## src/rtl/pipeline_ctrl_pkg.sv

```systemverilog
// rtl/pipeline_ctrl_pkg.sv - shared core types: controller state encoding and NOP instruction.
package pipeline_ctrl_pkg;

  typedef enum logic [1:0] {
    RUN      = 2'd0,
    FLUSH    = 2'd1,
    MDU_WAIT = 2'd2
  } state_e;

  // addi x0, x0, 0
  localparam logic [31:0] NOP_INSN = 32'h0000_0013;

  localparam int unsigned FLUSH_CNT_W = 4;

endpackage

```

## src/rtl/pipeline_ctrl_hazard_detect.sv

```systemverilog
// rtl/pipeline_ctrl_hazard_detect.sv - combinational load-use hazard decode between ID and EX.
module hazard_detect
  import pipeline_ctrl_pkg::*;
(
  input  logic       id_valid_i,
  input  logic [4:0] id_rs1_i,
  input  logic [4:0] id_rs2_i,
  input  logic       id_uses_rs1_i,
  input  logic       id_uses_rs2_i,
  input  logic       ex_valid_i,
  input  logic [4:0] ex_rd_i,
  input  logic       ex_is_load_i,
  output logic       lu_o
);

  logic rs1_hit;
  logic rs2_hit;

  assign rs1_hit = id_uses_rs1_i && (id_rs1_i == ex_rd_i);
  assign rs2_hit = id_uses_rs2_i && (id_rs2_i == ex_rd_i);

  // x0 is never a real producer, so a load into x0 cannot create a hazard
  assign lu_o = id_valid_i && ex_valid_i && ex_is_load_i && (ex_rd_i != 5'd0)
                && (rs1_hit || rs2_hit);

endmodule

```

## src/rtl/pipeline_ctrl.sv

```systemverilog
// rtl/pipeline_ctrl.sv - pipeline stall/flush controller with saturating stall counter.
// Multi-cycle MDU wait support is built only when PIPELINE_CTRL_MDU_EN is defined.
module pipeline_ctrl
  import pipeline_ctrl_pkg::*;
#(
  parameter int unsigned FLUSH_CYCLES = 1,
  parameter int unsigned STALL_CNT_W  = 16
) (
  input  logic                   clk,
  input  logic                   rst_n,
  input  logic                   id_valid,
  input  logic [4:0]             id_rs1,
  input  logic [4:0]             id_rs2,
  input  logic                   id_uses_rs1,
  input  logic                   id_uses_rs2,
  input  logic                   ex_valid,
  input  logic [4:0]             ex_rd,
  input  logic                   ex_is_load,
  input  logic                   ex_redirect,
  input  logic                   mdu_start,
  input  logic                   mdu_done,
  output logic                   pc_en,
  output logic                   if_id_en,
  output logic                   id_ex_en,
  output logic                   if_id_flush,
  output logic                   id_ex_flush,
  output logic [STALL_CNT_W-1:0] stall_cnt,
  output logic [1:0]             state
);

  localparam logic [FLUSH_CNT_W-1:0] FLUSH_LOAD = FLUSH_CNT_W'(FLUSH_CYCLES - 1);
  localparam logic [STALL_CNT_W-1:0] STALL_MAX  = {STALL_CNT_W{1'b1}};

  state_e                   state_q, state_d;
  logic [FLUSH_CNT_W-1:0]   fcnt_q, fcnt_d;
  logic [STALL_CNT_W-1:0]   stall_q, stall_d;
  logic                     lu;
  logic                     mdu_start_eff;
  logic                     mdu_done_eff;

`ifdef PIPELINE_CTRL_MDU_EN
  assign mdu_start_eff = mdu_start;
  assign mdu_done_eff  = mdu_done;
`else
  logic unused_mdu;
  assign unused_mdu    = mdu_start ^ mdu_done;
  assign mdu_start_eff = 1'b0;
  assign mdu_done_eff  = 1'b0;
`endif

  hazard_detect u_hazard_detect (
    .id_valid_i    (id_valid),
    .id_rs1_i      (id_rs1),
    .id_rs2_i      (id_rs2),
    .id_uses_rs1_i (id_uses_rs1),
    .id_uses_rs2_i (id_uses_rs2),
    .ex_valid_i    (ex_valid),
    .ex_rd_i       (ex_rd),
    .ex_is_load_i  (ex_is_load),
    .lu_o          (lu)
  );

  always_comb begin
    pc_en       = 1'b1;
    if_id_en    = 1'b1;
    id_ex_en    = 1'b1;
    if_id_flush = 1'b0;
    id_ex_flush = 1'b0;
    state_d     = state_q;
    fcnt_d      = fcnt_q;

    // A taken redirect wins over every other event in every state
    if (ex_redirect) begin
      if_id_flush = 1'b1;
      id_ex_flush = 1'b1;
      state_d     = FLUSH;
      fcnt_d      = FLUSH_LOAD;
    end else begin
      unique case (state_q)
        RUN: begin
          if (lu) begin
            pc_en       = 1'b0;
            if_id_en    = 1'b0;
            id_ex_flush = 1'b1;
          end else if (mdu_start_eff) begin
            state_d = MDU_WAIT;
          end
        end
        FLUSH: begin
          if_id_flush = 1'b1;
          if (fcnt_q == '0) begin
            state_d = RUN;
          end else begin
            fcnt_d = fcnt_q - 1'b1;
          end
        end
        MDU_WAIT: begin
          if (mdu_done_eff) begin
            state_d = RUN;
          end else begin
            pc_en    = 1'b0;
            if_id_en = 1'b0;
            id_ex_en = 1'b0;
          end
        end
        default: state_d = RUN;
      endcase
    end
  end

  always_comb begin
    stall_d = stall_q;
    if (!pc_en && (stall_q != STALL_MAX)) begin
      stall_d = stall_q + STALL_CNT_W'(1);
    end
  end

  always_ff @(posedge clk or negedge rst_n) begin
    if (!rst_n) begin
      state_q <= RUN;
      fcnt_q  <= '0;
      stall_q <= '0;
    end else begin
      state_q <= state_d;
      fcnt_q  <= fcnt_d;
      stall_q <= stall_d;
    end
  end

  assign stall_cnt = stall_q;
  assign state     = state_q;

endmodule

```

## config.mk

```make
export PLATFORM = sky130hd
export DESIGN_NAME = pipeline_ctrl
export DESIGN_NICKNAME = d
export VERILOG_FILES = /design/src/rtl/pipeline_ctrl_pkg.sv /design/src/rtl/pipeline_ctrl_hazard_detect.sv /design/src/rtl/pipeline_ctrl.sv
export SDC_FILE = /design/constraint.sdc
export NUM_CORES = 1
export LEC_CHECK = 0
export ABC_AREA = 1
export CAP_MARGIN = 20
export CELL_PAD_IN_SITES_DETAIL_PLACEMENT = 1
export CELL_PAD_IN_SITES_GLOBAL_PLACEMENT = 1
export CORE_MARGIN = 2
export CORE_UTILIZATION = 25
export CTS_BUF_LIST = sky130_fd_sc_hd__clkbuf_2 sky130_fd_sc_hd__clkbuf_4 sky130_fd_sc_hd__clkbuf_8
export DETAILED_ROUTE_END_ITERATION = 10
export PLACE_DENSITY = 0.68
export SETUP_SLACK_MARGIN = 0.02
export SLEW_MARGIN = 25
export SYNTH_ARGS = -nofsm -noshare
export SYNTH_HDL_FRONTEND = slang
export SYNTH_HIERARCHICAL = 1
export SYNTH_SLANG_ARGS = --single-unit
```

## constraint.sdc

```tcl
create_clock -name clk -period 2 [get_ports clk]
set_input_delay 0.6 -clock clk [delete_from_list [all_inputs] [get_ports clk]]
set_output_delay 0.6 -clock clk [all_outputs]
set_load 0.005 [all_outputs]
```

* After elaboration in Yosys (flattened, before gate mapping)
Index checks and enable logic that the tools add are counted.
** Storage, ports and cells
- Register bits after elaboration :: 22
- Bits of input ports :: 25
- Output and inout bits :: 23
- Word-level logic and storage cells :: 45
** Cells by class
- Add/subtract/negate cells :: 2
- Equality and inequality tests :: 8
- Multiplexer cells :: 16
- Reductions and logical operators :: 16
** Operators with widths (count)
- 16-bit by 1-bit adder with 16-bit output, second input constant :: 1
- 16-bit inequality test, second input constant :: 1
- 4-bit 2-to-1 mux :: 3
- 5-bit == test :: 2
- 1-bit 2-to-1 mux :: 9
- 1-bit logical AND :: 7
- 5-bit nonzero test :: 1
- 4-bit logical NOT :: 1
- 2-bit 2-to-1 mux :: 2
- 2-bit case mux with 2 select lines :: 1
- 2-bit AND reduction :: 2
- 4-bit by 1-bit subtractor with 4-bit output, second input constant :: 1
- 3-bit inequality test, second input constant :: 1
- 2-bit by 1-bit == test with 1-bit output, second input constant :: 1
- 2-bit == test, second input constant :: 1
- 2-bit logical NOT :: 1
- 2-bit by 1-bit inequality test with 1-bit output, second input constant :: 1
- 2-bit inequality test, second input constant :: 1
- 1-bit case mux with 2 select lines :: 1
- 2-bit nonzero test :: 1
- 2-bit OR reduction :: 1
- 1-bit logical NOT :: 1
- 1-bit logical OR :: 1

* Longest topological paths before layout
Gate-level depths: netlist (run 1).
- Word-level depth :: 9
- Gate-level depth with buffers :: 13
- Mapped depth without buffers :: 13

* Cells and area by module
The synthesis (run 1) kept the hierarchy.
** Modules (own cells, without submodules)
- pipeline_ctrl :: times used 1, cells an instance 179, area an instance 1313.8 um^2, seq. area each 525.5 um^2
- hazard_detect :: times used 1, cells an instance 56, area an instance 230.2 um^2, seq. area each 0.0 um^2

* Worst setup path after synthesis (run 1)
No wires, ideal clock.
- Path type :: in2out
- From :: input ex_rd[3]
- To :: output pc_en
- Arrival :: 1.358 ns
- Required time :: 1.400 ns
- Path slack :: 0.042 ns
- Stages :: 8
- Buffers on the path :: 1
- Path through :: inv_2 nand2_2 nand2_2 nor2_2 nand3_1 a21oi_2 nand3_4 buf_4
** On the way
- Longest elaborated chain between the ends :: 7
- Elaborated cells on any way between the ends :: 11
- Those cells by class :: 2 x eq/ne; 3 x mux; 6 x reduce/logical
** Ends and longest elaborated chain
- start, declared :: line pipeline_ctrl.sv:17 : input logic [4:0] ex_rd,
- 5-bit == test, on equally long branches :: line pipeline_ctrl_hazard_detect.sv:19, pipeline_ctrl_hazard_detect.sv:20
- 1-bit logical AND, on equally long branches :: line pipeline_ctrl_hazard_detect.sv:19, pipeline_ctrl_hazard_detect.sv:20
- 1-bit logical OR :: line pipeline_ctrl_hazard_detect.sv:24 : && (rs1_hit || rs2_hit);
- 1-bit logical AND (*) :: line pipeline_ctrl_hazard_detect.sv:24
- net lu :: line pipeline_ctrl.sv:37 : logic lu;
- 1-bit 2-to-1 mux (*)
- 1-bit case mux with 2 select lines (*)
- 1-bit 2-to-1 mux (*)
- end, declared :: line pipeline_ctrl.sv:22 : output logic pc_en,
Mark *: on every way through the listed nets, which the timed path passes. The rest lies on a longest branch.

* Worst setup path in the final report (run 1)
- From :: input id_uses_rs2
- To :: output pc_en
** On the way
- Longest elaborated chain between the ends :: 6
** Ends and longest elaborated chain
- start, declared :: line pipeline_ctrl.sv:15 : input logic id_uses_rs2,
- 1-bit logical AND :: line pipeline_ctrl_hazard_detect.sv:20 : assign rs2_hit = id_uses_rs2_i && (id_rs2_i == ex_rd_i);
- 1-bit logical OR :: line pipeline_ctrl_hazard_detect.sv:24
- 1-bit logical AND :: line pipeline_ctrl_hazard_detect.sv:24
- net lu :: line pipeline_ctrl.sv:37
- 1-bit 2-to-1 mux :: line pipeline_ctrl.sv:81 : if (lu) begin
- 1-bit case mux with 2 select lines :: line pipeline_ctrl.sv:79 : unique case (state_q)
- 1-bit 2-to-1 mux :: line pipeline_ctrl.sv:73 : if (ex_redirect) begin
The timed path passes the listed nets, and every way through them passes these cells.

==> impl_metrics.tcl, run 1 <==
set metrics [dict create \
    met2_usage_pct 24.52 \
    path_class "in -> out" \
    first_pass_iters 4 \
    synth_warnings 6 \
    rsz0062_at_grt "yes" \
    yosysSeqAreaShare_pct 34.04 \
    synth_common_cells "nand2_1 (95), inv_1 (24), nor2_1 (22), dfrtp_1 (21), nand3_1 (12)" \
    cts_buffers 3 \
    wl_per_cell_um 12.15 \
    total_power_uw 1218 \
    numPlacedInstances 358 \
    die_x_um 82.59 \
    cap_violations 0 \
    clkSlewWorstSetupHoldPaths_ns 0.07 \
    num_rows 28 \
    p_sw_uw 396.4 \
    post_synth.cell_area_avg_sq_um 6.570 \
    layout.cells.non_filler 366 \
    fin_nets 320 \
    irDropWorstVdd_mv 0.2460 \
    grt_pass1_vias 1669 \
    postCtsHoldBufs 0 \
    power.leakage_uw 0.001084 \
    area_growth_pct 47.33 \
    path_cells "clkdlybuf4s15_1, nand2_2, nor2_2, nand3_1, a21oi_2, buf_4, nand3_4, buf_6" \
    gr-total-overflow 0 \
    use_met1_pct 18.82 \
    yosysMostFrequentCell "nand2_1" \
    power_density_mw_per_mm2 535.7 \
    die-area_sq_mm 0.006820 \
    viasPerCell 4.530 \
    synth_largest_area_cell "dfrtp_1" \
    routed_wl_um 4447 \
    worstHoldPathType "reg -> reg" \
    tns_ns -0.4142 \
    grt_antenna_before_repair 0 \
    die_h_um 82.59 \
    synthCells 235 \
    synth_cell_types 25 \
    seq_power_share_pct 43.2 \
    syn_nets 263 \
    busiest_layer "met2" \
    gp_congestion 0.7949 \
    synthesis.area_sq_mm 0.001544 \
    final.period_utilization_pct 107.4 \
    yosys.area.top_type_share_pct 34.04 \
    fill_cells 782 \
    cp.required_ns 1.40 \
    utilization_pct 38.19 \
    fin_skew_ns 0.009643 \
    final_area_sq_mm 0.002275 \
    drtAntennaViolNets 0 \
    synth_edf_count 0 \
    end_kind "output port" \
    min_period_ns 2.147 \
    ios 48 \
    arrival_ns 1.55 \
    met3_usage_pct 2.609 \
    power.share.switching_pct 32.53 \
    internal-power_uw 822.1 \
    synthTopCellsByArea "dfrtp_1 (34%), nand2_1 (23%), inv_1 (5.8%), nor2_1 (5.3%), nand3_1 (3.9%)" \
    worst_setup_path_start_kind "primary input" \
    final-max-slew-violation-count 0 \
    status "complete, but fails checks" \
    final_hold_viol_count 0 \
    grt_max_degree 22 \
    setup_violations 3 \
    p_clk_share_pct 24.9 \
    drcViolationCount 0 \
    violations "setup timing" \
    start_util_pct 25.92 \
    antenna_cells 0 \
    clock_sinks 21 \
    core-area_sq_mm 0.005956 \
    critPathMaxFanout 3 \
    drive_gt1_share_pct 29.90 \
    async_reset_ff_share_pct 100.0 \
    clk_latency_ns 0.27 \
    layout_setup_ws_ns -0.1472 \
    clockRootBuffer "clkbuf_8" \
    ys_seq_elements 21 \
    cpMaxStageDelayCell "clkdlybuf4s15_1" \
    cts_tree "yes" \
    grt_pass1_wl_um 7617 \
    drtIter0Drc 41 \
    cp_slowest_stage_delay_ns 0.18 \
    hpwlAfterDp_um 3498 \
    io_buffer_count 43 \
    track_usage_pct 14.45 \
    fmax_mhz 465.7 \
    p_comb_share_pct 31.9 \
    vias 1658 \
    placed_area_sq_mm 0.002102 \
    synth_ff_type "dfrtp_1" \
    r2r_setup_slack_ns 0.42 \
    ctsHtreeMaxLevel 1 \
    cts.path.max_buffers 2 \
]
==> final cells by class <==
type	instances	area (sq um)	share of cell area [%]
clock buffers	4	48.80	2.145
inverters	31	128.9	5.666
multi-input cells	179	934.6	41.09
flip-flops and latches	21	526.8	23.16
well taps	75	93.84	4.125
repair buffers	56	541.8	23.82
==> kinds of logic after synthesis <==
logic type | after synthesis | share of synthesized area [%]
AOI/OAI and AO/OA | 15 | 6.240
xor gates and xnor gates | 5 | 2.837
adders and majority gates | 3 | 2.431
buffers and inverters | 35 | 9.725
DFF | 21 | 34.04
other | 2 | 0.4864
and+or+nand+nor | 154 | 44.25
==> through the flow <==
step                worst slack [ns]  hold WS [ns]
floorplan                    0.04198        0.3044
global placement             -0.9614        0.5042
detailed placement           -0.9642        0.5225
CTS                          -0.1411        0.5441
global route                 -0.2210        0.5843
finish                       -0.1472        0.5285
==> critical path, delay by kind of cell <==
kind	cells	cell delay, ns
buf+inv	3	0.45
simple gates	4	0.33
compound gates	1	0.17
==> power by group through the flow <==
stage               logic [uW]  clock network (uW)  registers (uW)
finish                     389                 303             527
global placement           368                   0             534
CTS                        379                 317             529
detailed placement         388                   0             535
floorplan                  210                   0             523
global route               451                 332             539
==> sequential cells by signal, indices dropped and copies added, names as in the netlist <==
name       count
stall_cnt     16
fcnt_q         4
state          1
==> per-layer routing <==
metal	vias to the layer above	part of all wire, %
li1	833	-
met1	778	45
met5	-	0
met2	43	49
met4	0	0.79
met3	4	5.2
==> timing repair <==
action	in CTS	in global routing
pin swaps	23	23
gates resized for setup	100	38
endpoints found under the setup margin	20	14
setup buffers	4	1
==> cell usage in the layout, fill, tap and decap left out, types with 7 or more instances in the layout <==
cell type	instances
nor2_1	17
nand3_1	12
nor2_2	9
buf_4	11
nand2_1	81
clkdlybuf4s50_1	18
inv_1	20
inv_2	7
dfrtp_1	20
buf_6	12
nand2_2	18
==> path summary, 6_finish.rpt <==
check | startpoint | endpoint | cells past startpoint
setup reg to reg | stall_cnt[0] | stall_cnt[9] | 9
hold / removal | stall_cnt[14] | stall_cnt[14] | 2
max in group asynchronous | rst_n | stall_cnt[0] | 2
setup / recovery | id_uses_rs2 | pc_en | 8
min in group asynchronous | rst_n | stall_cnt[9] | 2
hold reg to reg | stall_cnt[14] | stall_cnt[14] | 2
Power figures use the tool's default switching activity.
==> inputs of run 2 (changes only) <==
--- a/config.mk
+++ b/config.mk
@@ -13,6 +13,7 @@
 export CORE_UTILIZATION = 25
 export CTS_BUF_LIST = sky130_fd_sc_hd__clkbuf_2 sky130_fd_sc_hd__clkbuf_4 sky130_fd_sc_hd__clkbuf_8
 export DETAILED_ROUTE_END_ITERATION = 10
+export HOLD_SLACK_MARGIN = 0.08
 export PLACE_DENSITY = 0.68
 export SETUP_SLACK_MARGIN = 0.02
 export SLEW_MARGIN = 25
==> results of run 2 <==
Same layout as run 1: the final DEF is identical, and so are final timing and power.
==> inputs of run 3 (changes only) <==
--- a/config.mk
+++ b/config.mk
@@ -13,8 +13,9 @@
 export CORE_UTILIZATION = 25
 export CTS_BUF_LIST = sky130_fd_sc_hd__clkbuf_2 sky130_fd_sc_hd__clkbuf_4 sky130_fd_sc_hd__clkbuf_8
 export DETAILED_ROUTE_END_ITERATION = 10
+export DONT_BUFFER_PORTS = 1
 export HOLD_SLACK_MARGIN = 0.08
-export PLACE_DENSITY = 0.68
+export PLACE_DENSITY = 0.54
 export SETUP_SLACK_MARGIN = 0.02
 export SLEW_MARGIN = 25
 export SYNTH_ARGS = -nofsm -noshare
==> run 3 against run 2 <==
Effect of this change: the flow now finishes without violations; worst hold slack worse by 0.24 ns; critical path depth down 1; clock skew is 0.0048 ns lower; routed wire length decreased by 13%; flip-flop and latch count is the same; largest power group unchanged; highest routed layer unchanged.
==> impl_metrics.tcl, run 3 (same netlist as run 1, synthesis figures left out) <==
set metrics [dict create \
    die_x_um 82.59 \
    cts_buffers 3 \
    start_util_pct 25.92 \
    dp_slack_ns -0.06838 \
    area_growth_pct 16.13 \
    grt_pass1_wl_um 6541 \
    io_buffer_count 0 \
    num_rows 28 \
    busiest_layer "met2" \
    drive_gt1_share_pct 24.38 \
    worstHoldPathType "in -> async" \
    die_h_um 82.59 \
    gp_congestion 0.7499 \
    final.period_utilization_pct 94.61 \
    final_common_cell "nand2_1" \
    p_sw_uw 364.3 \
    seq_power_share_pct 47.3 \
    cp.required_ns 1.40 \
    met2_usage_pct 22.58 \
    largest_reg_flops 16 \
    drcViolationCount 0 \
    final_hold_viol_count 0 \
    cap_violations 0 \
    layout_setup_ws_ns 0.1077 \
    viasPerCell 4.562 \
    fin_nets 271 \
    grt_max_degree 22 \
    clockRootBuffer "clkbuf_8" \
    fmax_mhz 528.5 \
    max-slew-margin-rel_pct 66.02 \
    fin_skew_ns 0.004847 \
    use_met1_pct 14.60 \
    grt_pass1_vias 1448 \
    ctsHtreeMaxLevel 1 \
    track_usage_pct 12.37 \
    hpwlAfterDp_um 3142 \
    power.share.switching_pct 32.87 \
    clock_sinks 21 \
    mostFrequentLayoutCells "nand2_1 (84), dfrtp_1 (21), nor2_1 (19)" \
    critPathMaxFanout 6 \
    placed_area_sq_mm 0.001649 \
    routed_wl_um 3856 \
    fill_cells 758 \
    p_comb_share_pct 24.9 \
    antenna_cells 0 \
    ios 48 \
    path_class "in -> out" \
    p_clk_share_pct 27.8 \
    cts_tree "yes" \
    rsz0062_at_grt "no" \
    wl_per_cell_um 12.16 \
    utilization_pct 30.10 \
    layout.cells.non_filler 317 \
    met3_usage_pct 3.261 \
    arrival_ns 1.29 \
    end_kind "output port" \
    internal-power_uw 743.9 \
    drtIter0Drc 28 \
    power.leakage_uw 0.0008540 \
    irDropWorstVdd_mv 0.4140 \
    core-area_sq_mm 0.005956 \
    numPlacedInstances 312 \
    die-area_sq_mm 0.006820 \
    first_pass_iters 4 \
    final_area_sq_mm 0.001793 \
    setup_violations 0 \
    min_period_ns 1.892 \
    vias 1446 \
    power_density_mw_per_mm2 618.1 \
    final-max-slew-violation-count 0 \
    status "complete, no violations" \
    drtAntennaViolNets 0 \
    grt_antenna_before_repair 0 \
    gr-total-overflow 0 \
    worst_setup_path_start_kind "primary input" \
    clk_latency_ns 0.26 \
    tightest_slew_ns 0.5097 \
    clkSlewWorstSetupHoldPaths_ns 0.08 \
    cts.path.max_buffers 2 \
]
==> run 3: cell count changes in the layout (fill, tap and decap cells not counted), sizes merged <==
cell / previous run / this run
buf: 31 / 7
clkdlybuf4s15: 2 / 0
clkdlybuf4s50: 18 / 0
clkinv: 0 / 2
dlygate4sd2: 5 / 0
inv: 31 / 29
==> run 3: final cells by class <==
class | instances | area, sq um | share of cell area (%)
Clock buffer | 4 | 48.80 | 2.722
Timing Repair Buffer | 7 | 50.05 | 2.791
Inverter | 31 | 148.9 | 8.304
Multi-Input combinational cell | 179 | 925.9 | 51.64
Sequential cell | 21 | 525.5 | 29.31
Tap cell | 75 | 93.84 | 5.234
==> run 3: stage by stage <==
stage,power (uW),hold WS (ns),setup TNS (ns)
after floorplan,733.0,0.3044,0
after global placement,782.2,0.3049,-0.08347
after detailed placement,790.6,0.3049,-0.06838
after CTS,1119,0.5136,0
after global routing,1212,0.3357,0
final,1108,0.2925,0
==> run 3: worst paths after layout <==
| kind | startpoint | endpoint | slack, ns | cells past startpoint |
|---|---|---|---|---|
| worst max-delay path | id_rs2[1] | if_id_en | 0.11 | 7 |
| worst min-delay path | rst_n | stall_cnt[8] | 0.29 | 1 |
| worst max register to register | stall_cnt[1] | stall_cnt[9] | 0.39 | 9 |
| worst min register to register | stall_cnt[14] | stall_cnt[14] | 0.55 | 2 |
| max in group asynchronous | rst_n | stall_cnt[2] | 1.36 | 1 |
| min in group clk | ex_redirect | fcnt_q[1] | 0.52 | 3 |
==> run 3: power groups by stage <==
stage / sequential [uW] / clock, uW / combinational (uW)
6_report: 524 / 308 / 276
5_1_grt: 534 / 339 / 338
4_1_cts: 526 / 323 / 270
3_5_place_dp: 533 / 0 / 257
3_3_place_gp: 533 / 0 / 249
2_1_floorplan: 523 / 0 / 210
==> run 3: critical path, stage by stage <==
cell     delay (ns)
inv_2          0.01
nand2_1        0.06
nand2_2        0.05
nor2_2         0.11
nand3_1        0.12
a21oi_4        0.18
nand3_4        0.16
==> run 3: what timing repair did <==
action,CTS,global route
setup buffers,0,0
setup endpoints to repair,0,4
hold buffers,1,0
endpoints found under the hold margin,21,0
resized for setup,0,35
==> run 3: routing by layer <==
layer  vias up  routed length (um)
met4         0                  21
li1        735                   -
met1       680                1696
met2        29                1948
met5         -                   0
met3         2                 189
